===== src/rtl/perf_event_counters.sv =====
// Performance-monitor counters: cycles, retired instructions and NUM_EVT
// generic events, with a RUN/HALTED freeze, sticky overflow flags and a
// registered single-counter read port.
module perf_event_counters #(
  parameter  int NUM_EVT  = 4,
  parameter  int CNT_W    = 32,
  parameter  int SATURATE = 0,
  localparam int SEL_W    = $clog2(NUM_EVT + 2)
) (
  input  logic                 clk,
  input  logic                 rst_n,
  input  logic                 retire_i,
  input  logic [NUM_EVT-1:0]   evt_i,
  input  logic                 halt_i,
  input  logic                 clr_i,
  input  logic                 rd_en_i,
  input  logic [SEL_W-1:0]     rd_sel_i,
  output logic [CNT_W-1:0]     rd_data_o,
  output logic                 rd_valid_o,
  output logic [NUM_EVT+1:0]   ovf_o,
  output logic                 halted_o
);

  localparam int NCNT = NUM_EVT + 2;

  typedef enum logic {
    RUN    = 1'b0,
    HALTED = 1'b1
  } state_e;

  state_e            state_q, state_d;
  logic [CNT_W-1:0]  cnt_q [NCNT];
  logic [CNT_W-1:0]  cnt_d [NCNT];
  logic [NCNT-1:0]   ovf_q, ovf_d;
  logic [NCNT-1:0]   inc;
  logic [CNT_W-1:0]  rd_mux;
  logic [CNT_W-1:0]  rd_data_q, rd_data_d;
  logic              rd_valid_q, rd_valid_d;

  // State register
  always_ff @(posedge clk) begin
    if (!rst_n) state_q <= RUN;
    else        state_q <= state_d;
  end

  // Next-state: clear wins over a simultaneous halt
  always_comb begin
    state_d = state_q;
    if (clr_i)                          state_d = RUN;
    else if (state_q == RUN && halt_i)  state_d = HALTED;
  end

  // FSM outputs
  always_comb begin
    halted_o = (state_q == HALTED);
  end

  // Per-counter increment strobes; nothing counts while halted or clearing
  always_comb begin
    inc = {evt_i, retire_i, 1'b1};
    if (state_q != RUN || clr_i) inc = '0;
  end

  // Counter and overflow next-state, with wrap or saturate at all-ones
  always_comb begin
    ovf_d = ovf_q;
    for (int unsigned i = 0; i < NCNT; i++) begin
      cnt_d[i] = cnt_q[i];
      if (clr_i) begin
        cnt_d[i] = '0;
        ovf_d[i] = 1'b0;
      end else if (inc[i]) begin
        if (&cnt_q[i]) begin
          ovf_d[i] = 1'b1;
          cnt_d[i] = (SATURATE != 0) ? cnt_q[i] : '0;
        end else begin
          cnt_d[i] = cnt_q[i] + 1'b1;
        end
      end
    end
  end

  // Read mux over pre-update counter values; out-of-range selects yield 0
  always_comb begin
    rd_mux = '0;
    for (int unsigned i = 0; i < NCNT; i++) begin
      if (rd_sel_i == SEL_W'(i)) rd_mux = cnt_q[i];
    end
    rd_data_d  = rd_en_i ? rd_mux : rd_data_q;
    rd_valid_d = rd_en_i;
  end

  // Counter, flag and read-port registers
  always_ff @(posedge clk) begin
    if (!rst_n) begin
      for (int unsigned i = 0; i < NCNT; i++) cnt_q[i] <= '0;
      ovf_q      <= '0;
      rd_data_q  <= '0;
      rd_valid_q <= 1'b0;
    end else begin
      for (int unsigned i = 0; i < NCNT; i++) cnt_q[i] <= cnt_d[i];
      ovf_q      <= ovf_d;
      rd_data_q  <= rd_data_d;
      rd_valid_q <= rd_valid_d;
    end
  end

  // Registered outputs
  always_comb begin
    rd_data_o  = rd_data_q;
    rd_valid_o = rd_valid_q;
    ovf_o      = ovf_q;
  end

endmodule

===== config.mk =====
export PLATFORM = sky130hd
export DESIGN_NAME = perf_event_counters
export DESIGN_NICKNAME = d
export VERILOG_FILES = /design/src/rtl/perf_event_counters.sv
export SDC_FILE = /design/constraint.sdc
export NUM_CORES = 1
export LEC_CHECK = 0
export BUFFER_PORTS_ARGS = -buffer_cell sky130_fd_sc_hd__clkbuf_2
export CAP_MARGIN = 20
export CORE_MARGIN = 2
export CORE_UTILIZATION = 45
export DETAILED_ROUTE_END_ITERATION = 8
export PLACE_DENSITY = 0.7
export SLEW_MARGIN = 20
export SYNTH_ARGS = -nofsm -noshare
export SYNTH_HDL_FRONTEND = slang
export SYNTH_SLANG_ARGS = --single-unit

===== constraint.sdc =====
create_clock -name clk -period 2.7 [get_ports clk]
set_input_delay 0 -clock clk [delete_from_list [all_inputs] [get_ports clk]]
set_output_delay 0 -clock clk [all_outputs]
set_load 0.005 [all_outputs]

# Word-level counts from Yosys, hierarchy flattened
# Memories as Yosys holds them, arrays and structs flattened.
# Index checks and enable logic that the tools add are counted.
word_totals:
  ff_bits: 40
  mem_bits_rw: 192
  mem_count: 1
  in_bits: 13
  word_cells: 78
  output_inout_bits: 40
memory_table:
  columns: ["memory", "words", "word_bits", "read_ports", "rd_clocked_by_memory_dff", "write_ports", "line_no", "rtl"]
  rows:
  - ["cnt_q", 6, 32, 6, 0, 6, "32", "logic [CNT_W-1:0] cnt_q [NCNT];"]
op_classes:
  n_reduce_logical: 16
  n_bitwise: 8
  n_eq_ne: 5
  addsub: 6
  mux: 33
op_table:
  columns: ["cell", "n"]
  rows:
  - ["$mux 32", 30]
  - ["$reduce_and 33->1", 6]
  - ["$add 32x1->32 const B", 6]
  - ["$reduce_and 32->1", 6]
  - ["$eq 3x2->1 const B", 2]
  - ["$eq 3x3->1 const B", 2]
  - ["$mux 6", 1]
  - ["$or 1x1->1", 6]
  - ["$eq 3x1->1 const B", 1]
  - ["$logic_not 3->1", 1]
  - ["$mux 1", 2]
  - ["$not 1->1", 2]
  - ["$reduce_or 2->1", 1]
  - ["$logic_and 1x1->1", 1]
  - ["$logic_or 1x1->1", 1]

# Depth between registers and ports, before layout
# Gate-level depths: netlist (run 1).
depth:
  ltp_word: 7
  mapped_depth: 8
  ltp_nobuf: 6

# Least setup slack after synthesis (run 1)
# Ideal clock, no wire load.
synth_timing:
  path_type: "register -> register"
  startpoint: "register state_q (netlist: halted_o)"
  endpoint: "memory cnt_q[3][26]"
  arrival_ps: 2273
  period_less_slack_ps: 2369
  setup_time_ps: 96
  stages_incl_launch_ff: 8
  n_path_buf: 2
  t_required_ps: 2604
  path_slack_ps: 331
  cell_sequence: "dfxtp_1 -> clkbuf_1 -> or3b_2 -> clkbuf_1 -> nor3_1 -> nand4_1 -> mux2i_1 -> nor4b_1"
synth_rtl:
  columns: ["item", "line_no", "rtl"]
  rows:
  - ["start, declared", "31", "state_e state_q, state_d;"]
  - ["start signal, assigned", "43", "else state_q <= state_d;"]
  - ["end, declared", "32", null]

==> results.cfg, run 1 <==
[status]
status = finished clean

[cells_and_area]
drive_gt1_frac = 0.117
nets = 1465
final_common_cell = dfxtp_1
layout_common_cells = 232 x dfxtp_1, 214 x nor2_1, 86 x nand2_1
syn2layout_area_growth_pct = 14.7
num_antenna_cells = 0

[synth]
synthFlopType = dfxtp_1
synth_cells = 1383
synth_fp_nets = 1402
synth_edf_count = 0
yosysSeqAreaShare = 0.398
yosys.cell_types.count = 62
syn-mean-instance-area_um2 = 8.44
synth.area.top_cells = dfxtp_1 40%, nor2_1 6.9%, xnor2_1 6.2%, xor2_1 5.8%, nand4_1 3.5%
async_reset_ff_frac = 0
synth_largest_area_cell = dfxtp_1
synthesis.area_um2 = 11700
yosysTopAreaCellShare = 0.398
synth_warnings = 0
synth_seq_cells = 232

[clock_network]
cts_num_sinks = 232
cts_setup_buffers = 0
cts-resized-gates = 0
cts_made_buffers = 26
cts_root_buf = clkbuf_16
clk_pin_slew_ns = 0.06
insertion_delay_ns = 0.54
cts_tree = done
clk_path_buf_depth = 3
ctsHoldBuffers = 6
htree_levels = 1

[timing]
finalHoldViolations = 0
worst_slack_ns = 0.199
period_share = 0.926
finalCriticalPeriod_ns = 2.50
fmax_ghz = 0.400
rsz0062_at_grt = no
drv_slew = 0
finalSetupViolations = 0
relSlewSlack = 0.294
worstMarginPinSlew_ns = 1.05
fin_skew_ns = 0.0157
fin_setup_tns_ns = 0

[power]
power_density_nw_per_um2 = 548
power.leakage_nw = 4.42
ir_drop_mv = 0.677

[setup_path]
r2r-end = cnt_q[4][31]$_SDFFE_PP0N_
required_ns = 3.17
start_kind = flop
end_kind = flop
crit_start = cnt_q[4][17]$_SDFFE_PP0N_
r2r_cells = 5
arrival_ns = 2.98
r2r_slack_ns = 0.20
critical_path_peak_fanout = 10
worstSetupPathType = flop to flop
worstReg2RegStart = cnt_q[4][17]$_SDFFE_PP0N_
crit_end = cnt_q[4][31]$_SDFFE_PP0N_

[routing]
route.detailed.drc = 0
vias = 10700
vias_per_cell = 5.95
drtIter0Drc = 1223
wl_per_cell_um = 19.6
firstDrtPassIters = 6
wl_mm = 35.2
ant_nets = 0

[global_routing]
grt_max_degree = 36
first_global_vias = 9656
grt_usage = 0.259
grt_pass1_wl_mm = 55.0
overflow = 0
antenna_found_initial = 0

[floorplan]
die_w_um = 165
initial_core_util = 0.461
die_area_um2 = 27200
io_pins = 53
rows = 58
core_um2 = 25300
die_y_um = 165

[placement]
port_buffers = 52
dp_slack_ns = 0.260
dpl.hpwl_mm = 25.9
place_congestion = 0.958

[flow_run]
drv_cap = 0

[hold_path]
hold_class = input pin to flop
[layer usage]
| metal | global-route usage | share of wire | up-vias |
|---|---|---|---|
| met5 | 0 | 0 | - |
| met3 | 0.0281 | 0.072 | 84 |
| met4 | 0.0917 | 0.037 | 0 |
| met2 | 0.421 | 0.46 | 443 |
| met1 | 0.355 | 0.43 | 5046 |
| li1 | - | - | 5103 |
[cell families after synthesis]
logic type	share of synthesized area
AND/OR/NAND/NOR	0.290
flip-flops	0.398
AO/OA/AOI/OAI	0.117
XOR/XNOR	0.119
buffers and inverters	0.0321
multiplexers	0.0368
adder cells (fa/ha/maj)	0.00643
[layout make-up]
class | count | area [µm²]
multi-input combinational | 1056 | 6670
inverter | 22 | 82.6
clock inverter | 9 | 106
clock buffer | 38 | 756
tap | 330 | 413
timing repair buffer | 108 | 708
sequential | 232 | 4640
fill | 2325 | 12000
[flip-flops by register name, summed over array words and instances (netlist names)]
signal	cells
rd_data_o	32
rd_valid_o	1
cnt_q	192
halted_o	1
ovf_o	6
[per-stage QoR]
stage           util  power (mW)  area (µm²)  hold slack, ns  cells
2_1_floorplan      -        3.72       11700           0.116   1383
3_3_place_gp   0.492        3.83       12500           0.219   1742
3_5_place_dp   0.492        3.84       12500           0.226   1742
4_1_cts        0.528        7.37       13400         0.00748   1795
5_1_grt        0.528        7.55       13400          0.0251   1795
6_report       0.528        7.33       13400          0.0144   1795
[critical path, cell delays in order, from the launching register on]
cell	delay, ns
dfxtp_1	0.48
nand4_2	0.16
or4_4	0.63
or4_4	0.53
or4_1	0.49
a21oi_1	0.14
[report_power, final]
part | internal (mW) | leakage (nW) | switching, mW | total [mW]
logic | 0.107 | 2.12 | 0.220 | 0.327
clock network | 2.12 | 0.429 | 1.42 | 3.55
registers | 3.44 | 1.87 | 0.0141 | 3.45
[cells in the mapped netlist, drive strengths merged, types with 2 or more instances]
cell type,n
o22ai,3
mux2i,26
o31ai,17
xnor2,82
or3b,3
dfxtp,232
nor4,22
a22o,2
nand3,67
xor2,77
ha,6
buf,12
o21a,3
or3,16
and4,30
nand4,67
nor2b,39
nor4b,4
a31oi,4
a22oi,25
clkbuf,61
or4,8
a211oi,7
inv,22
nand2,86
a222oi,23
and3,22
nor2,214
mux4,2
a221oi,2
mux2,11
o211ai,2
a2bb2oi,22
nand2b,4
nor3b,10
a21oi,28
nor3,48
and2,15
o21ai,45
[how the worst min path moves through the flow]
stage,startpoint,end,slack (ns),cells past startpoint
5_1_grt,rd_en_i,rd_valid_o$_SDFF_PN0_,0.03,2
3_5_place_dp,halt_i,halted_o$_SDFFE_PP0P_,0.23,3
3_3_place_gp,halt_i,halted_o$_SDFFE_PP0P_,0.22,3
2_1_floorplan,halt_i,halted_o$_SDFFE_PP0P_,0.12,2
6_report,rd_en_i,rd_data_o[23]$_SDFFE_PN0P_,0.01,3
4_1_cts,rd_en_i,rd_data_o[23]$_SDFFE_PN0P_,0.007,3
Power figures use the tool's default switching activity.
==> run 2, diff against run 1 <==
--- a/config.mk
+++ b/config.mk
@@ -7,10 +7,12 @@
 export LEC_CHECK = 0
 export BUFFER_PORTS_ARGS = -buffer_cell sky130_fd_sc_hd__clkbuf_2
 export CAP_MARGIN = 20
+export CELL_PAD_IN_SITES_DETAIL_PLACEMENT = 1
+export CELL_PAD_IN_SITES_GLOBAL_PLACEMENT = 1
 export CORE_MARGIN = 2
 export CORE_UTILIZATION = 45
 export DETAILED_ROUTE_END_ITERATION = 8
-export PLACE_DENSITY = 0.7
+export PLACE_DENSITY = 0.86
 export SLEW_MARGIN = 20
 export SYNTH_ARGS = -nofsm -noshare
 export SYNTH_HDL_FRONTEND = slang
==> results.cfg, run 2 (synthesis results as in run 1) <==
[status]
status = finished clean

[power]
total_power_mw = 7.55
power.leakage_nw = 4.45
power.switching_mw = 1.71
seqPwrFrac = 0.457
power_density_nw_per_um2 = 561
ir_drop_mv = 0.430
p_sw_frac = 0.226
p_comb_frac = 0.045
internal_power_mw = 5.84
p_clk_frac = 0.498

[cells_and_area]
layout_common_cells = 232 x dfxtp_1, 214 x nor2_1, 86 x nand2_1
syn2layout_area_growth_pct = 15.2
regArea_um2 = 4640
largest_register_ff_count = 192
final_common_cell = dfxtp_1
final_util = 0.531
finalInstanceArea_um2 = 13400
multiInputGateArea_um2 = 6670
regMostFlops = cnt_q
drive_gt1_frac = 0.115
fillers = 3001
nets = 1468

[floorplan]
die_w_um = 165
io_pins = 53
die_area_um2 = 27200
core_um2 = 25300
initial_core_util = 0.461
rows = 58
die_y_um = 165

[setup_path]
arrival_ns = 2.92
start_kind = flop
r2r_cells = 5
cp_slowest_stage_delay_ns = 0.62
end_kind = flop
slowest_stage = or4_4
worstSetupPathType = flop to flop
r2r-end = cnt_q[4][31]$_SDFFE_PP0N_
worstReg2RegStart = cnt_q[4][18]$_SDFFE_PP0N_
required_ns = 3.17
r2r_slack_ns = 0.25
crit_top_cell = or4_4
crit_chain = nand4_2 > or4_4 > or4_4 > or4_1 > a21oi_1
critical_path_peak_fanout = 10

[routing]
vias = 11100
vias_per_cell = 6.17
firstDrtPassIters = 6
drtIter0Drc = 1057
ant_nets = 0
wl_mm = 40.2
route.detailed.drc = 0
wl_per_cell_um = 22.4

[placement]
port_buffers = 52
postPlaceCellArea_um2 = 12500
dpl.hpwl_mm = 28.7
place_congestion = 0.896

[global_routing]
grt_max_degree = 45
first_global_vias = 11100
grt_usage = 0.295
antenna_found_initial = 2
grt_pass1_wl_mm = 62.6
overflow = 0

[timing]
finalSetupViolations = 0
hold_ws_ns = 0.205
finalHoldViolations = 0
worstMarginPinSlew_ns = 0.679
finalCriticalPeriod_ns = 2.45
fin_skew_ns = 0.0104
relSlewSlack = 0.546
drv_slew = 0
fin_setup_tns_ns = 0
fmax_ghz = 0.408
period_share = 0.908
rsz0062_at_grt = no

[hold_path]
hold_start = clr_i
hold_class = input pin to flop
hold_path_end = cnt_q[5][1]$_SDFFE_PP0N_
whs_path_depth = 4

[flow_run]
drv_cap = 0

[clock_network]
insertion_delay_ns = 0.54
cts_root_buf = clkbuf_16
cts-resized-gates = 0
htree_levels = 1
cts_made_buffers = 27
cts_tree = done
cts_num_sinks = 232
clk_pin_slew_ns = 0.06
cts_setup_buffers = 0
clk_path_buf_depth = 3
-- run 2: changes by cell type in the layout (fill, tap and decap cells not counted) --
cell,delta
buf_4,-1
dlygate4sd3_1,+2
inv_6,+1
clkbuf_8,+1
clkinv_8,-1
clkbuf_16,+1
diode_2,+1
clkinv_2,-6
buf_12,+1
bufinv_16,+1
-- run 2: final cells by class --
cell class                 count  area share
antenna                        1    0.000186
clock buffer                  40      0.0591
clock inverter                 4     0.00735
inverter                      22     0.00614
multi-input combinational   1056       0.496
sequential                   232       0.345
tap                          330      0.0307
timing repair buffer         110      0.0551
-- run 2: worst max-delay path, delay by kind of cell, from the launching register on --
family	cells	cell delay (ns)
AOI/OAI and AO/OA	1	0.15
DFF	1	0.44
and+or+nand+nor	4	1.80
-- run 2: worst max-delay path by stage --
stage | from | to | slack, ns | cells past startpoint
floorplan | halted_o$_SDFFE_PP0P_ | cnt_q[3][26]$_SDFFE_PP0N_ | 0.33 | 7
finish | cnt_q[4][18]$_SDFFE_PP0N_ | cnt_q[4][31]$_SDFFE_PP0N_ | 0.25 | 5
detailed placement | cnt_q[4][18]$_SDFFE_PP0N_ | cnt_q[4][31]$_SDFFE_PP0N_ | 0.25 | 5
global route | cnt_q[4][17]$_SDFFE_PP0N_ | cnt_q[4][31]$_SDFFE_PP0N_ | 0.11 | 5
CTS | cnt_q[4][18]$_SDFFE_PP0N_ | cnt_q[4][31]$_SDFFE_PP0N_ | 0.25 | 5
global placement | cnt_q[4][10]$_SDFFE_PP0N_ | cnt_q[4][31]$_SDFFE_PP0N_ | 0.31 | 5
-- run 2: repair_timing --
action / CTS / global route
hold buffers: 8 / 0
endpoints found under the hold margin: 19 / 0
endpoints found under the setup margin: 0 / 0
-- run 2: layer usage --
metal / routed length [µm] / up-vias / GRT usage
met2: 19000 / 403 / 0.491
li1: - / 5108 / -
met4: 1920 / 0 / 0.140
met3: 2660 / 106 / 0.0485
met5: 0 / - / 0
met1: 16600 / 5466 / 0.371
-- run 2: per-stage QoR --
step,cells,worst slack (ns)
2_1_floorplan,1383,0.331
3_3_place_gp,1742,0.309
3_5_place_dp,1742,0.252
4_1_cts,1794,0.254
5_1_grt,1795,0.115
6_report,1795,0.248
-- run 2: power by group through the flow --
| stage | sequential (mW) | combinational, mW | clock, mW |
|---|---|---|---|
| global route | 3.45 | 0.359 | 3.96 |
| floorplan | 3.52 | 0.194 | 0 |
| global placement | 3.53 | 0.307 | 0 |
| CTS | 3.45 | 0.329 | 3.81 |
| finish | 3.45 | 0.338 | 3.76 |
| detailed placement | 3.53 | 0.315 | 0 |
==> run 3, diff against run 2 <==
--- a/config.mk
+++ b/config.mk
@@ -5,14 +5,16 @@
 export SDC_FILE = /design/constraint.sdc
 export NUM_CORES = 1
 export LEC_CHECK = 0
+export ABC_AREA = 1
 export BUFFER_PORTS_ARGS = -buffer_cell sky130_fd_sc_hd__clkbuf_2
 export CAP_MARGIN = 20
 export CELL_PAD_IN_SITES_DETAIL_PLACEMENT = 1
 export CELL_PAD_IN_SITES_GLOBAL_PLACEMENT = 1
 export CORE_MARGIN = 2
-export CORE_UTILIZATION = 45
+export CORE_UTILIZATION = 44
 export DETAILED_ROUTE_END_ITERATION = 8
-export PLACE_DENSITY = 0.86
+export MAX_ROUTING_LAYER = met4
+export PLACE_DENSITY = 0.9
 export SLEW_MARGIN = 20
 export SYNTH_ARGS = -nofsm -noshare
 export SYNTH_HDL_FRONTEND = slang
==> results.cfg, run 3 <==
[status]
status = finished clean

[clock_network]
cts_made_buffers = 28
cts_setup_buffers = 0
cts_num_sinks = 232
insertion_delay_ns = 0.57
cts_tree = done
htree_levels = 1
clk_path_buf_depth = 3
ctsHoldBuffers = 8
cts-resized-gates = 0
clk_pin_slew_ns = 0.06
cts_root_buf = clkbuf_16

[synth]
yosysSeqAreaShare = 0.335
synth_fp_nets = 2313
synth_common_cells = 649 x nand2_1, 427 x nor2_1, 265 x inv_1
yosysMostFrequentCell = nand2_1
async_reset_ff_frac = 0
synth_cells = 2294
synth_edf_count = 0
synth_seq_cells = 232
synth_warnings = 0
syn-mean-instance-area_um2 = 6.04
synth.area.top_cells = dfxtp_1 34%, nand2_1 18%, nor2_1 12%, inv_1 7.2%, a21oi_1 6.1%
yosysTopAreaCellShare = 0.335
synthesis.area_um2 = 13900
synth_largest_area_cell = dfxtp_1
yosys.cell_types.count = 52
synthFlopType = dfxtp_1

[timing]
finalCriticalPeriod_ns = 2.25
hold_ws_ns = 0.0268
drv_slew = 0
fin_setup_tns_ns = 0
fmax_ghz = 0.444
period_share = 0.835
worstMarginPinSlew_ns = 0.943
finalSetupViolations = 0
relSlewSlack = 0.370
finalHoldViolations = 0
fin_skew_ns = 0.0138
rsz0062_at_grt = no

[setup_path]
critical_path_peak_fanout = 15
end_kind = flop
arrival_ns = 2.67
start_kind = flop
required_ns = 3.12
r2r_slack_ns = 0.45
r2r-end = cnt_q[0][23]$_SDFFE_PP0N_
crit_start = cnt_q[0][0]$_SDFFE_PP0N_
crit_end = cnt_q[0][23]$_SDFFE_PP0N_
worstReg2RegStart = cnt_q[0][0]$_SDFFE_PP0N_
r2r_cells = 10
worstSetupPathType = flop to flop

[power]
ir_drop_mv = 0.482
power.leakage_nw = 5.37
total_power_mw = 7.53
internal_power_mw = 5.65
seqPwrFrac = 0.459
power_density_nw_per_um2 = 488
p_clk_frac = 0.490
power.switching_mw = 1.88
p_sw_frac = 0.250
p_comb_frac = 0.052

[global_routing]
grt_usage = 0.344
antenna_found_initial = 0
overflow = 0
grt_max_degree = 63
grt_pass1_wl_mm = 87.0
first_global_vias = 16000

[floorplan]
die_area_um2 = 32900
die_y_um = 181
core_um2 = 30800
initial_core_util = 0.450
die_w_um = 181
rows = 64
io_pins = 53

[routing]
wl_per_cell_um = 20.3
route.detailed.drc = 0
vias = 16000
drtIter0Drc = 1348
vias_per_cell = 5.79
ant_nets = 0
firstDrtPassIters = 8
wl_mm = 56.1

[cells_and_area]
largest_register_ff_count = 192
regMostFlops = cnt_q
instances_no_fill = 2761
drive_gt1_frac = 0.0698
layout_common_cells = 649 x nand2_1, 427 x nor2_1, 264 x inv_1
final_common_cell = nand2_1
syn2layout_area_growth_pct = 11.3
num_antenna_cells = 0
nets = 2366

[placement]
port_buffers = 52
place_congestion = 0.988
dp_cells = 2705
dpl.hpwl_mm = 42.7

[hold_path]
hold_class = input pin to flop

[flow_run]
drv_cap = 0
run 3: cell count changes after synthesis, sizes merged, moves of 30 or more:
cell | before | now
nor2b | 39 | 0
xor2 | 77 | 42
inv | 22 | 273
nand3 | 67 | 151
o22ai | 3 | 35
nand2 | 86 | 657
nor2 | 214 | 446
xnor2 | 82 | 2
clkbuf | 61 | 23
a21oi | 28 | 172
and4 | 30 | 0
run 3: layout make-up:
type | count | area (µm²)
clock inverters | 6 | 37.5
well taps | 396 | 495
clock buffers | 42 | 835
inverters | 274 | 1030
fillers | 4323 | 15400
repair buffers | 81 | 510
flip-flops and latches | 232 | 4640
multi-input cells | 1730 | 7870
run 3: cell families after synthesis:
kind of cell | after synthesis | synth area share
AND/OR/NAND/NOR | 1388 | 0.421
buffers and inverters | 332 | 0.0972
AO/OA/AOI/OAI | 292 | 0.113
flip-flops | 232 | 0.335
XOR/XNOR | 44 | 0.0278
adder cells (fa/ha/maj) | 6 | 0.00542
run 3: worst min-delay path by stage:
stage	from	end	cells after the start
2_1_floorplan	rd_en_i	rd_valid_o$_SDFF_PN0_	2
3_3_place_gp	rst_n	rd_valid_o$_SDFF_PN0_	3
3_5_place_dp	rst_n	rd_valid_o$_SDFF_PN0_	3
4_1_cts	retire_i	cnt_q[1][29]$_SDFFE_PP0N_	5
5_1_grt	retire_i	cnt_q[1][24]$_SDFFE_PP0N_	5
6_report	retire_i	cnt_q[1][29]$_SDFFE_PP0N_	5
run 3: stage by stage:
stage | setup WS [ns] | cell area (µm²) | util
detailed placement | 0.522 | 14500 | 0.470
floorplan | 1.08 | 13900 | -
finish | 0.446 | 15400 | 0.500
global route | 0.240 | 15400 | 0.500
global placement | 0.657 | 14500 | 0.470
CTS | 0.508 | 15400 | 0.500
run 3: power groups by stage:
stage                     Combinational (mW)  Clock (mW)  Sequential, mW
after floorplan                        0.229           0            3.53
after global placement                 0.359           0            3.53
after detailed placement               0.366           0            3.53
after CTS                              0.380        3.72            3.45
after global routing                   0.415        3.83            3.45
final                                  0.389        3.69            3.45
run 3: routing by layer:
| metal | global-route usage | wire (µm) | up-vias |
|---|---|---|---|
| met3 | 0.0493 | 4060 | 152 |
| met5 | - | 0 | - |
| li1 | - | - | 7437 |
| met2 | 0.545 | 25400 | 616 |
| met1 | 0.433 | 23700 | 7787 |
| met4 | 0.161 | 2910 | 0 |
run 3: worst max-delay path, cell delays in order, from the launching register on:
cell and delay (ns):
dfxtp_1 0.38, ha_1 0.22, nand2_1 0.09, nor2_1 0.10
nand2_1 0.10, inv_1 0.08, nand2_1 0.05, nor2_1 0.14
nand3_1 0.17, o21ai_2 0.67, nor2_1 0.12
